--- src/rtl/systolic_feeder.sv ---
// systolic_feeder
//   Front-end sequencer for an N x N signed systolic matrix-multiply array.
//   It collects operand matrices A and B one beat at a time: beat k carries
//   A row k and B column k. It then drives the array's row and column edges
//   with diagonally skewed, zero-padded streams, and pulses done once the
//   array's result matrix holds A x B.
//
// Ports
//   clk          clock
//   rst_n        asynchronous active-low reset
//   in_valid     load beat valid
//   in_ready     feeder accepts a load beat (high only while loading)
//   a_row[N]     beat k: A[k][0..N-1]
//   b_col[N]     beat k: B[0..N-1][k]
//   row_out[N]   registered stream to the array row inputs
//   col_out[N]   registered stream to the array column inputs
//   feed_active  high while the skewed streams are driven
//   done         one-cycle pulse; the array result is complete
module systolic_feeder #(
   parameter int WIDTH       = 16,
   parameter int N           = 3,
   parameter int MAC_LATENCY = 1
) (
   input  logic                    clk,
   input  logic                    rst_n,
   input  logic                    in_valid,
   output logic                    in_ready,
   input  logic signed [WIDTH-1:0] a_row [N],
   input  logic signed [WIDTH-1:0] b_col [N],
   output logic signed [WIDTH-1:0] row_out [N],
   output logic signed [WIDTH-1:0] col_out [N],
   output logic                    feed_active,
   output logic                    done
);

   // The last product reaches PE[N-1][N-1] at t = 3N-3. The accumulated
   // result is visible MAC_LATENCY cycles later.
   localparam int T_DONE = 3*N - 3 + MAC_LATENCY;
   localparam int TW     = $clog2(T_DONE + 1);
   localparam int BW     = $clog2(N);

   localparam logic [TW-1:0] T_STREAM_END = TW'(2*N - 2);
   localparam logic [TW-1:0] T_DONE_V     = TW'(T_DONE);
   localparam logic [BW-1:0] BEAT_LAST    = BW'(N - 1);

   typedef enum logic [1:0] {
      ST_LOAD,
      ST_STREAM,
      ST_DRAIN,
      ST_DONE
   } state_t;

   state_t          state_q, state_d;
   logic [BW-1:0]   beat_q,  beat_d;
   logic [TW-1:0]   t_q,     t_d;
   logic            accept;

   logic signed [WIDTH-1:0] a_q   [N][N];
   logic signed [WIDTH-1:0] b_q   [N][N];
   logic signed [WIDTH-1:0] row_q [N];
   logic signed [WIDTH-1:0] row_d [N];
   logic signed [WIDTH-1:0] col_q [N];
   logic signed [WIDTH-1:0] col_d [N];

   assign accept = in_valid && (state_q == ST_LOAD);

   // t counts from the first stream cycle through the done cycle. A single
   // counter therefore spans both STREAM and DRAIN.
   always_comb begin
      state_d = state_q;
      beat_d  = beat_q;
      t_d     = t_q;
      case (state_q)
         ST_LOAD: begin
            if (accept) begin
               if (beat_q == BEAT_LAST) begin
                  state_d = ST_STREAM;
                  beat_d  = '0;
                  t_d     = '0;
               end else begin
                  beat_d = beat_q + 1'b1;
               end
            end
         end
         ST_STREAM: begin
            t_d = t_q + 1'b1;
            if (t_q == T_STREAM_END) begin
               // With zero drain length, go straight to DONE.
               state_d = (t_d == T_DONE_V) ? ST_DONE : ST_DRAIN;
            end
         end
         ST_DRAIN: begin
            t_d = t_q + 1'b1;
            if (t_d == T_DONE_V) state_d = ST_DONE;
         end
         ST_DONE: begin
            state_d = ST_LOAD;
            t_d     = '0;
         end
         default: state_d = ST_LOAD;
      endcase
   end

   // Compute the lane values for the cycle being entered. This lets the
   // registered outputs show stream cycle t during cycle t.
   // Row lane i carries A[i][t-i]; column lane j carries B[t-j][j].
   always_comb begin
      for (int i = 0; i < N; i++) begin
         row_d[i] = '0;
         col_d[i] = '0;
      end
      if (state_d == ST_STREAM) begin
         for (int i = 0; i < N; i++) begin
            for (int k = 0; k < N; k++) begin
               if (int'(t_d) == i + k) begin
                  row_d[i] = a_q[i][k];
                  col_d[i] = b_q[k][i];
               end
            end
         end
      end
   end

   always_ff @(posedge clk or negedge rst_n) begin
      if (!rst_n) begin
         state_q <= ST_LOAD;
         beat_q  <= '0;
         t_q     <= '0;
         for (int i = 0; i < N; i++) begin
            row_q[i] <= '0;
            col_q[i] <= '0;
         end
      end else begin
         state_q <= state_d;
         beat_q  <= beat_d;
         t_q     <= t_d;
         for (int i = 0; i < N; i++) begin
            row_q[i] <= row_d[i];
            col_q[i] <= col_d[i];
         end
      end
   end

   // Operand storage is plain data and is not reset. A reset discards a
   // partial load by clearing the beat counter.
   always_ff @(posedge clk) begin
      if (accept) begin
         for (int r = 0; r < N; r++) begin
            if (int'(beat_q) == r) begin
               for (int c = 0; c < N; c++) begin
                  a_q[r][c] <= a_row[c];
                  b_q[c][r] <= b_col[c];
               end
            end
         end
      end
   end

   assign in_ready    = (state_q == ST_LOAD);
   assign feed_active = (state_q == ST_STREAM);
   assign done        = (state_q == ST_DONE);
   assign row_out     = row_q;
   assign col_out     = col_q;

endmodule
--- config.mk ---
export PLATFORM = sky130hd
export DESIGN_NAME = systolic_feeder
export DESIGN_NICKNAME = d
export VERILOG_FILES = /design/src/rtl/systolic_feeder.sv
export SDC_FILE = /design/constraint.sdc
export NUM_CORES = 1
export LEC_CHECK = 0
export ABC_AREA = 1
export CAP_MARGIN = 20
export CORE_ASPECT_RATIO = 0.8
export CORE_UTILIZATION = 56
export CTS_CLUSTER_DIAMETER = 80
export DETAILED_ROUTE_END_ITERATION = 8
export GPL_ROUTABILITY_DRIVEN = 0
export PLACE_DENSITY = 0.8
export SYNTH_ARGS = -nofsm -noshare
export SYNTH_HDL_FRONTEND = slang
export SYNTH_SLANG_ARGS = --single-unit
--- constraint.sdc ---
create_clock -name clk -period 5.8 [get_ports clk]
set_input_delay 1.45 -clock clk [delete_from_list [all_inputs] [get_ports clk]]
set_output_delay 1.45 -clock clk [all_outputs]
set_load 0.01 [all_outputs]
# After elaboration in Yosys (flattened, before gate mapping)
# Memory sizes are Yosys's and may differ from the RTL's.
# Index checks and enable logic that the tools add are counted.
# Widths: inputs -> output; s select.
[op_classes]
add_sub_neg = 2
n_mul = 0
div_mod_pow = 0
n_lt_le_gt_ge = 0
n_eq_ne = 13
shift = 0
n_mux = 45
bitwise = 0
n_reduce_logical = 8
[ops]
columns = ["cell", "count"]
rows = [
  ["$mux 16", 18],
  ["$mux 48", 4],
  ["$reduce_or 48->1", 2],
  ["$eq 3x3->1 const B", 5],
  ["$mux 2", 7],
  ["$mux 1", 12],
  ["$eq 2x2->1 const B", 5],
  ["$pmux 3 s3", 1],
  ["$pmux 2 s4", 1],
  ["$mux 3", 2],
  ["$eq 2x1->1 const B", 2],
  ["$logic_not 2->1", 2],
  ["$add 3x1->3 const B", 1],
  ["$eq 3x2->1 const B", 1],
  ["$logic_not 3->1", 1],
  ["$add 2x1->2 const B", 1],
  ["$reduce_and 2->1", 1],
  ["$reduce_or 2->1", 1],
  ["$logic_and 1x1->1", 1],
]
[totals]
register_bits = 103
latch_bits = 0
mem_bits_rw = 288
rom_bits = 0
in_bits = 99
output_inout_bits = 99
elab_cells = 79
memories = 2
[mem_list]
columns = ["name", "words", "word_bits", "rd", "rd_clocked_by_memory_dff", "write_ports", "line", "rtl"]
rows = [
  ["a_q", 3, 48, 3, 0, 1, "58", "logic signed [WIDTH-1:0] a_q [N][N];"],
  ["b_q", 3, 48, 3, 0, 3, "59", "logic signed [WIDTH-1:0] b_q [N][N];"],
]

# Logic depth before layout (Yosys ltp)
# Gate-level depths: netlist of the first run.
[logic_depth]
word_depth = 9
mapped_depth = 14
mapped_depth_nobuf = 13

# Worst setup path before layout of the first run
# Ideal clock, no wire load.
[synth_timing]
path_kind = "input-to-reg"
startpoint = "in in_valid"
endpoint = "mem a_q[0][0] in the netlist's numbering, enable pin"
t_arrival_ns = 4.894
required_time_ns = 5.285
slack_ns = 0.392
stages = 2
n_path_buf = 0
path_cell_list = "nand2_1 nor3_1"
[synth_via]
elab_chain_len = 6
[synth_lines]
columns = ["item", "line", "rtl"]
rows = [
  ["start: declaration", "26", "input logic in_valid,"],
  ["$logic_and 1x1->1 (*)", "65", "assign accept = in_valid && (state_q == ST_LOAD);"],
  ["$mux 1", "147", "if (accept) begin"],
  ["$mux 1 (implied by the code)", "151", "a_q[r][c] <= a_row[c];"],
  ["$reduce_or 48->1 (no line)", "-", ""],
  ["$mux 2 (no line) / $mux 1 (equally long branches) (2 in a row)", "-", ""],
  ["end: declaration", "58", ""],
]
# Mark *: on every way between the ends. The rest lies on a longest branch, timed or not.

==> results of run 1 <==
==> cell usage after synthesis (all sizes together) <==
master  instances
buf            31
nand2         247
a21oi          33
edfxtp        288
inv           259
nand3          38
nand3b         32
o21bai          1
nor3           52
nand4          32
o21ai           3
nor2          396
clkbuf         49
ha              8
dfrtp         103
==> worst max path at each step <==
stage	startpoint	to	slack, ps	depth (start not counted)
after floorplan	in_valid	a_q[0][0]	390	2
after global placement	in_valid	row_out[30]	1260	10
after detailed placement	in_valid	col_out[44]	1190	10
after CTS	in_valid	col_out[44]	1750	10
after global routing	in_valid	row_out[39]	1510	10
final	in_valid	row_out[27]	1690	10
==> cell usage in the layout (no fill, tap or decap), drive strengths merged, types with 8 or more instances in the layout <==
cell	Yosys	layout
buf	31	25
ha	8	8
nand3b	32	32
nor2	396	396
clkdlybuf4s50	0	196
nor3	52	52
nand2	247	247
nand3	38	38
clkbuf	49	55
a21oi	33	33
clkinv	0	9
nand4	32	32
dfrtp	103	103
edfxtp	288	288
inv	259	261
==> power groups by stage <==
stage | registers (mW) | logic (mW) | clock network, mW
floorplan | 3.91 | 2.01 | 0
global placement | 3.84 | 3.37 | 0
detailed placement | 3.85 | 3.48 | 0
CTS | 3.80 | 3.53 | 2.43
global route | 3.83 | 3.89 | 2.54
finish | 3.79 | 3.55 | 2.41
==> worst reg2reg max path, cell delays in order, from the launching register on <==
cell and delay, ps:
dfrtp_1 420, inv_1 130, ha_1 200, nand2_1 250, nor2_4 190, nor2_1 70
nor2_4 500, nand3_4 800, buf_4 520, nor2_1 160, nor2_1 60, nor2_1 120
==> registers in the layout (all words and copies together) (netlist names) <==
register and cells:
a_q 144, b_q 144, col_out 48, row_out 48, t_q 3, beat_q 2
state_q 2
==> metrics by stage <==
step | cell area [um2] | utilization
3_3_place_gp | 18510 | 0.6530
4_1_cts | 19720 | 0.6954
5_1_grt | 19720 | 0.6954
6_report | 19720 | 0.6954
3_5_place_dp | 18510 | 0.6530
2_1_floorplan | 16170 | -
==> layout make-up <==
| cell class | instances | area share |
|---|---|---|
| flip-flops and latches | 391 | 0.5694 |
| multi-input cells | 842 | 0.1872 |
| repair buffers | 221 | 0.1097 |
| clock buffers | 55 | 0.05458 |
| inverters | 259 | 0.04931 |
| well taps | 370 | 0.02348 |
| clock inverters | 13 | 0.006410 |
==> routing by layer <==
metal	wire length, um	up-vias	track usage	part of all wire
met2	19730	613	0.4640	0.48
met4	1032	2	0.08881	0.025
met3	4040	90	0.04656	0.098
li1	-	5305	-	-
met1	16440	5503	0.3970	0.40
met5	10	-	0	0.00024
==> logic make-up (layout without fill, tap and decap cells) <==
kind of cell / count (synthesis) / count (layout) / synth area share
buffers and inverters: 339 / 548 / 0.08150
adders and majority gates: 8 / 8 / 0.006192
DFF: 391 / 391 / 0.6944
AOI/OAI and AO/OA: 37 / 37 / 0.01161
and+or+nand+nor: 797 / 797 / 0.2063
==> impl_metrics.py, run 1 <==
metrics = {
    "outcome": {
        "status": "complete, no violations",
    },
    "power_and_ir_drop": {
        "power_mw": 9.756,
        "irDropWorstVdd_mv": 0.4571,
        "power_leakage_nw": 8.448,
        "pwr-share-seq": 0.389,
        "swShare": 0.3773,
        "p_int_mw": 6.075,
        "clock_power_share": 0.247,
        "power.density_mw_per_mm2": 494.8,
        "p_switching_mw": 3.681,
        "comb_power_share": 0.364,
    },
    "floorplan": {
        "row_count": 55,
        "dieArea_mm2": 0.02955,
        "fp.dieH_um": 154.0,
        "fp.dieW_um": 192.0,
        "core_mm2": 0.02835,
        "io_pins": 198,
        "initial_core_util": 0.5702,
    },
    "routing": {
        "drc": 0,
        "ant_nets": 0,
        "first_pass_iters": 5,
        "drt-vias-per-instance": 5.352,
        "route.detailed.wl_per_inst_um": 19.18,
        "drt_wl_total_mm": 41.25,
        "via_count": 11510,
        "drtIter0Drc": 1239,
    },
    "setup_path": {
        "path_buf_inv": 2,
        "slowest_delay_ps": 780,
        "crit_top_cell": "nor2_1",
        "rr_endpoint": "row_out[27]",
        "reg2reg_from": "state_q[0]",
        "crit_type": "primary input to flop",
        "cp-end-kind": "flop",
        "start_kind": "primary input",
        "crit_chain": "clkdlybuf4s50_1 > nand2_1 > nor2_4 > nor2_1 > nor2_4 > nand3_4 > buf_4 > nor2_1 > nor2_1 > nor2_1",
        "rr_worst_depth": 11,
        "path_max_fanout": 58,
        "arrival_ps": 4560,
        "crit_family": "simple AND/OR/NAND/NOR gates",
        "worst-endpoint-required_ps": 6250,
        "cp_slowest_cell": "nand3_4",
        "r2r_setup_slack_ps": 2320,
    },
    "sta": {
        "rsz0062_at_grt": "no",
        "setup_viol": 0,
        "final-max-slew-violation-count": 0,
        "tns_ps": 0,
        "fin_skew_ps": 15.89,
        "finalCritPeriodShare": 0.7086,
        "hold_slack_ps": 573.5,
        "relSlewSlack": 0.2367,
        "setup_slack_ps": 1690,
        "max_freq_mhz": 243.3,
        "worst_pin_slew_ps": 1142,
        "fin_crit_ps": 4110,
        "finalHoldViolations": 0,
    },
    "global_routing": {
        "grt_pass1_vias": 11430,
        "antenna_found_initial": 1,
        "grt_max_degree": 82,
        "grt_pass1_wl_mm": 63.20,
        "grt.overflow.total": 0,
        "grt.total_usage": 0.2858,
    },
    "cts": {
        "cts_root_buf": "clkbuf_16",
        "path_clk_slew_ps": 60,
        "post_cts_resized": 0,
        "postCtsSetupBuffers": 0,
        "hold_buffers": 0,
        "numCtsBuffers": 38,
        "tritoncts": "yes",
        "h-tree-depth": 2,
        "insertion_delay_ps": 530,
        "cts_sinks": 391,
        "clk_path_buf_depth": 3,
    },
    "hold_path": {
        "holdPathEnd": "col_out[20]",
        "hold_depth": 4,
        "holdCritPathClass": "flop to flop",
        "hp-start": "b_q[0][116]",
    },
    "synth": {
        "syn_avg_cell_area_um2": 10.28,
        "synthTopCellsByArea": "edfxtp_1 (53%), dfrtp_1 (16%), nor2_1 (9.1%)",
        "ys_ff_latch": 391,
        "synth.distinct_cells": 22,
        "yosysSeqAreaShare": 0.6944,
        "syn_inst": 1572,
        "syn_nets": 1679,
        "synth_top_cell_area_share": 0.5350,
        "synth_top_area_cell": "edfxtp_1",
        "synth-warning-count": 0,
        "syn-cell-area_mm2": 0.01617,
    },
    "final_layout": {
        "drive_gt1_frac": 0.05783,
        "nets": 1860,
        "num_antenna_cells": 0,
        "syn_to_final_growth_pct": 21.96,
        "stdcell_count": 2151,
        "regArea_mm2": 0.01123,
        "multiInputGateArea_mm2": 0.003690,
        "fillers": 2036,
    },
    "placed_design": {
        "portBuffers": 197,
        "place_ws_ps": 1185,
        "dp_hpwl_mm": 24.18,
        "dp.cells": 2083,
    },
    "run": {
        "maxCapViolations": 0,
    },
}
Power figures use the tool's default switching activity.
==> run 2: changes to the inputs <==
CORE_UTILIZATION = 50   (was 56)
PLACE_DENSITY = 0.76   (was 0.8)
clock period = 3.55 ns   (was 5.8 ns; I/O delays follow)
==> run 2 against run 1 <==
Effect of this change: utilization is 5.8 points lower; worst hold slack worse by 240 ps; clock skew hardly changed; cell count is 3.4% higher; sequential power is 64% higher; non-clock buffer count is 18 higher; clock power is 76% higher; routed wire length is 1.1% higher; register-to-register slack worse by 1200 ps; sequential share of layout area is 1.3 points lower; critical endpoint is now in_ready.
==> impl_metrics.py, run 2 (same netlist as run 1, synthesis figures left out) <==
metrics = {
    "setup_path": {
        "path_max_fanout": 4,
        "slowest_delay_ps": 550,
        "cp_slowest_cell": "clkdlybuf4s50_1",
        "startpoint": "state_q[0]",
        "start_kind": "flop",
        "reg2reg_from": "state_q[0]",
        "cp-end-kind": "primary output",
        "crit_family": "buffers and inverters",
        "crit_chain": "inv_1 > ha_1 > clkdlybuf4s50_1",
        "crit_type": "flop to primary output",
        "path_buf_inv": 2,
        "worst-endpoint-required_ps": 2660,
        "arrival_ps": 1850,
    },
    "cts": {
        "path_clk_slew_ps": 60,
        "hold_buffers": 0,
        "cts_sinks": 391,
        "cts_root_buf": "clkbuf_16",
        "tritoncts": "yes",
        "clk_path_buf_depth": 3,
        "postCtsSetupBuffers": 0,
        "post_cts_resized": 0,
        "h-tree-depth": 2,
        "numCtsBuffers": 40,
        "insertion_delay_ps": 540,
    },
    "floorplan": {
        "core_mm2": 0.03164,
        "initial_core_util": 0.5109,
        "io_pins": 198,
        "row_count": 58,
        "fp.dieW_um": 203.0,
        "dieArea_mm2": 0.03306,
        "fp.dieH_um": 162.8,
    },
    "final_layout": {
        "syn_to_final_growth_pct": 24.77,
        "nets": 1880,
        "fillers": 2446,
        "reg.largest.list": "a_q x144, b_q x144",
        "drive_gt1_frac": 0.06874,
        "final_cell_mix": "nor2_1 (389), edfxtp_1 (288), inv_1 (252)",
        "final_common_cell": "nor2_1",
        "regArea_mm2": 0.01123,
        "multiInputGateArea_mm2": 0.003696,
    },
    "global_routing": {
        "antenna_found_initial": 1,
        "grt_max_degree": 145,
        "grt_pass1_vias": 11710,
        "grt_pass1_wl_mm": 64.44,
        "grt.overflow.total": 0,
        "grt.total_usage": 0.2589,
    },
    "sta": {
        "fin_crit_ps": 2741,
        "finalCritPeriodShare": 0.7721,
        "max_freq_mhz": 364.8,
        "setup_viol": 0,
        "relSlewSlack": 0.4241,
        "final-max-slew-violation-count": 0,
        "finalHoldViolations": 0,
        "hold_slack_ps": 332.2,
        "fin_skew_ps": 15.71,
        "rsz0062_at_grt": "no",
        "worst_pin_slew_ps": 863.8,
    },
    "power_and_ir_drop": {
        "power_mw": 16.54,
        "power.density_mw_per_mm2": 820.0,
        "power_leakage_nw": 8.627,
        "irDropWorstVdd_mv": 0.5566,
    },
    "placed_design": {
        "portBuffers": 197,
        "dp_hpwl_mm": 25.55,
    },
    "routing": {
        "route.detailed.wl_per_inst_um": 18.74,
        "drc": 0,
        "drt-vias-per-instance": 5.228,
        "drtIter0Drc": 1210,
        "first_pass_iters": 6,
        "via_count": 11630,
        "drt_wl_total_mm": 41.69,
        "ant_nets": 0,
    },
    "run": {
        "maxCapViolations": 0,
    },
    "outcome": {
        "status": "complete, no violations",
    },
    "hold_path": {
        "holdCritPathClass": "primary input to asynchronous set/reset pin",
    },
}
==> run 2: cell type report <==
| type | instances | share of cell area |
|---|---|---|
| clock buffer | 60 | 0.05844 |
| timing repair buffer | 239 | 0.1201 |
| inverter | 259 | 0.04820 |
| tap | 420 | 0.02605 |
| antenna | 1 | 0.0001241 |
| multi-input combinational | 842 | 0.1833 |
| sequential | 391 | 0.5566 |
| clock inverter | 13 | 0.007258 |
==> run 2: path summary, 6_finish.rpt <==
path / cells past startpoint / endpoint / slack (ps)
min in group clk: 4 / row_out[29] / 570
worst min register to register: 4 / row_out[29] / 570
worst min-delay path: 1 / col_out[19] / 330
worst max register to register: 13 / row_out[20] / 1070
worst max-delay path: 3 / in_ready / 810
max in group asynchronous: 2 / row_out[16] / 2420
==> run 2: metal layers <==
metal | vias to the layer above | wire [um] | GRT usage
li1 | 5345 | - | -
met1 | 5551 | 16890 | 0.3492
met2 | 633 | 19310 | 0.4120
met3 | 104 | 4118 | 0.05382
met4 | 0 | 1375 | 0.1059
met5 | - | 0 | 0
==> run 2: metrics by stage <==
stage | setup TNS, ps | setup slack (ps) | cell area (um2) | cells | util
finish | 0 | 809.0 | 20170 | 2225 | 0.6375
global route | 0 | 732.1 | 20170 | 2224 | 0.6374
CTS | 0 | 800.2 | 20170 | 2224 | 0.6374
detailed placement | 0 | 520.6 | 18840 | 2151 | 0.5955
global placement | 0 | 525.6 | 18840 | 2151 | 0.5955
floorplan | -122260 | -1274 | 16170 | 1572 | -
==> run 2: power breakdown <==
part           switching [mW]  leakage (nW)  internal (mW)
clock network            1.71         0.650           2.52
registers               0.308          4.07           5.89
logic                    4.13          3.91           1.98
==> run 3: changes to the inputs <==
clock period = 2.4 ns   (was 3.55 ns; I/O delays follow)
==> run 3 against run 2 <==
Effect of this change: setup slack worse by 750 ps; largest cell class unchanged; combinational power up 62%; flip-flop and latch count is the same; power is 52% higher; critical endpoint unchanged; clock power up 43%; utilization rose by 1.6 points; sequential power rose by 48%; register-to-register slack worse by 850 ps; non-clock buffer count grew 39.
==> impl_metrics.py, run 3 (same netlist as run 1, synthesis figures left out) <==
metrics = {
    "global_routing": {
        "grt_pass1_vias": 11560,
        "grt.overflow.total": 0,
        "grt_max_degree": 60,
        "antenna_found_initial": 1,
        "grt_pass1_wl_mm": 64.38,
        "grt.total_usage": 0.2582,
    },
    "power_and_ir_drop": {
        "irDropWorstVdd_mv": 0.7289,
        "clock_power_share": 0.241,
        "power_leakage_nw": 8.880,
        "power_mw": 25.10,
        "power.density_mw_per_mm2": 1214,
        "p_int_mw": 15.89,
        "p_switching_mw": 9.205,
        "swShare": 0.3668,
        "pwr-share-seq": 0.366,
        "comb_power_share": 0.393,
    },
    "placed_design": {
        "dpl_cell_area_mm2": 0.01935,
        "dp.cells": 2186,
        "portBuffers": 197,
        "dp_hpwl_mm": 27.18,
    },
    "cts": {
        "clk_path_buf_depth": 3,
        "path_clk_slew_ps": 60,
        "numCtsBuffers": 40,
        "insertion_delay_ps": 540,
        "cts_sinks": 391,
        "cts_root_buf": "clkbuf_16",
        "tritoncts": "yes",
        "hold_buffers": 0,
        "h-tree-depth": 2,
    },
    "setup_path": {
        "cp-end-kind": "primary output",
        "path_max_fanout": 4,
        "arrival_ps": 1740,
        "start_kind": "flop",
        "crit_type": "flop to primary output",
        "worst-endpoint-required_ps": 1800,
    },
    "floorplan": {
        "core_mm2": 0.03164,
        "initial_core_util": 0.5109,
        "row_count": 58,
        "fp.dieW_um": 203.0,
        "dieArea_mm2": 0.03306,
        "io_pins": 198,
        "fp.dieH_um": 162.8,
    },
    "routing": {
        "first_pass_iters": 5,
        "drtIter0Drc": 1060,
        "ant_nets": 0,
        "route.detailed.wl_per_inst_um": 18.33,
        "drt-vias-per-instance": 5.089,
        "drt_wl_total_mm": 41.52,
        "drc": 0,
        "via_count": 11530,
    },
    "final_layout": {
        "stdcell_count": 2265,
        "final_area_mm2": 0.02067,
        "final_cell_mix": "nor2_1 (389), edfxtp_1 (288), inv_1 (251)",
        "reg.largest.list": "a_q x144, b_q x144",
        "fillers": 2384,
        "syn_to_final_growth_pct": 27.85,
        "final_common_cell": "nor2_1",
        "postLayoutCoreUtil": 0.6532,
        "drive_gt1_frac": 0.09002,
        "nets": 1919,
    },
    "outcome": {
        "status": "complete, no violations",
    },
    "sta": {
        "relSlewSlack": 0.6773,
        "setup_viol": 0,
        "fin_crit_ps": 2339,
        "finalHoldViolations": 0,
        "rsz0062_at_grt": "no",
        "final-max-slew-violation-count": 0,
        "finalCritPeriodShare": 0.9747,
        "max_freq_mhz": 427.5,
        "worst_pin_slew_ps": 484.1,
        "fin_skew_ps": 26.76,
        "tns_ps": 0,
    },
    "hold_path": {
        "holdCritPathClass": "primary input to asynchronous set/reset pin",
    },
    "run": {
        "maxCapViolations": 0,
    },
}
run 3: cell count changes in the layout (fill, tap and decap cells not counted), moves of 2 or more:
cell	previous run	this run
nor3_4	1	3
clkinvlp_4	0	3
buf_4	32	54
clkbuf_1	12	15
ha_1	8	6
clkbuf_8	6	2
nor3_2	3	1
inv_2	6	8
buf_12	11	28
run 3: power by group through the flow:
stage	combinational, mW	sequential [mW]	clock (mW)
finish	9.87	9.17	6.06
global route	10.7	9.26	6.43
CTS	9.77	9.18	6.13
detailed placement	9.66	9.31	0
global placement	9.41	9.29	0
floorplan	4.91	9.39	0
run 3: worst paths after layout:
| kind | slack [ps] | cells past startpoint | startpoint | endpoint |
|---|---|---|---|---|
| worst min-delay path | 30 | 1 | rst_n | col_out[38] |
| worst min register to register | 560 | 4 | b_q[0][129] | col_out[33] |
| min in group clk | 560 | 4 | b_q[0][129] | col_out[33] |
| worst max-delay path | 60 | 3 | state_q[0] | in_ready |
| worst max register to register | 220 | 12 | state_q[0] | row_out[39] |
| max in group asynchronous | 1650 | 2 | rst_n | row_out[36] |
run 3: metrics by stage:
stage | hold WS [ps] | worst slack (ps)
2_1_floorplan | 304.4 | 4.737
3_3_place_gp | 549.7 | -68.55
3_5_place_dp | 557.7 | -75.30
4_1_cts | 28.57 | 11.04
5_1_grt | 49.92 | 5.754
6_report | 33.10 | 60.81
run 3: worst max-delay path: stages, from the launching register on:
cell             delay [ps]
dfrtp_1                 420
inv_2                   110
ha_4                    160
clkdlybuf4s50_1         530
run 3: cell type report:
class / count / area (um2) / share of cell area
Multi-Input combinational cell: 842 / 3731 / 0.1805
Tap cell: 420 / 525.5 / 0.02543
Sequential cell: 391 / 11230 / 0.5432
Timing Repair Buffer: 278 / 2930 / 0.1418
Clock inverter: 15 / 145.1 / 0.007023
Inverter: 259 / 972.2 / 0.04704
Clock buffer: 59 / 1135 / 0.05491
Antenna cell: 1 / 2.502 / 0.0001211
run 3: timing repair:
item,CTS,global route
pin swaps,0,1
buffers inserted,2,2
gates resized for setup,0,2
setup endpoints to repair,1,39
run 3: per-layer routing:
layer,share of wire,track usage,vias up
met1,0.41,0.3629,5449
li1,-,-,5430
met3,0.10,0.05362,63
met2,0.47,0.4075,584
met4,0.021,0.07656,0
met5,0,0,-
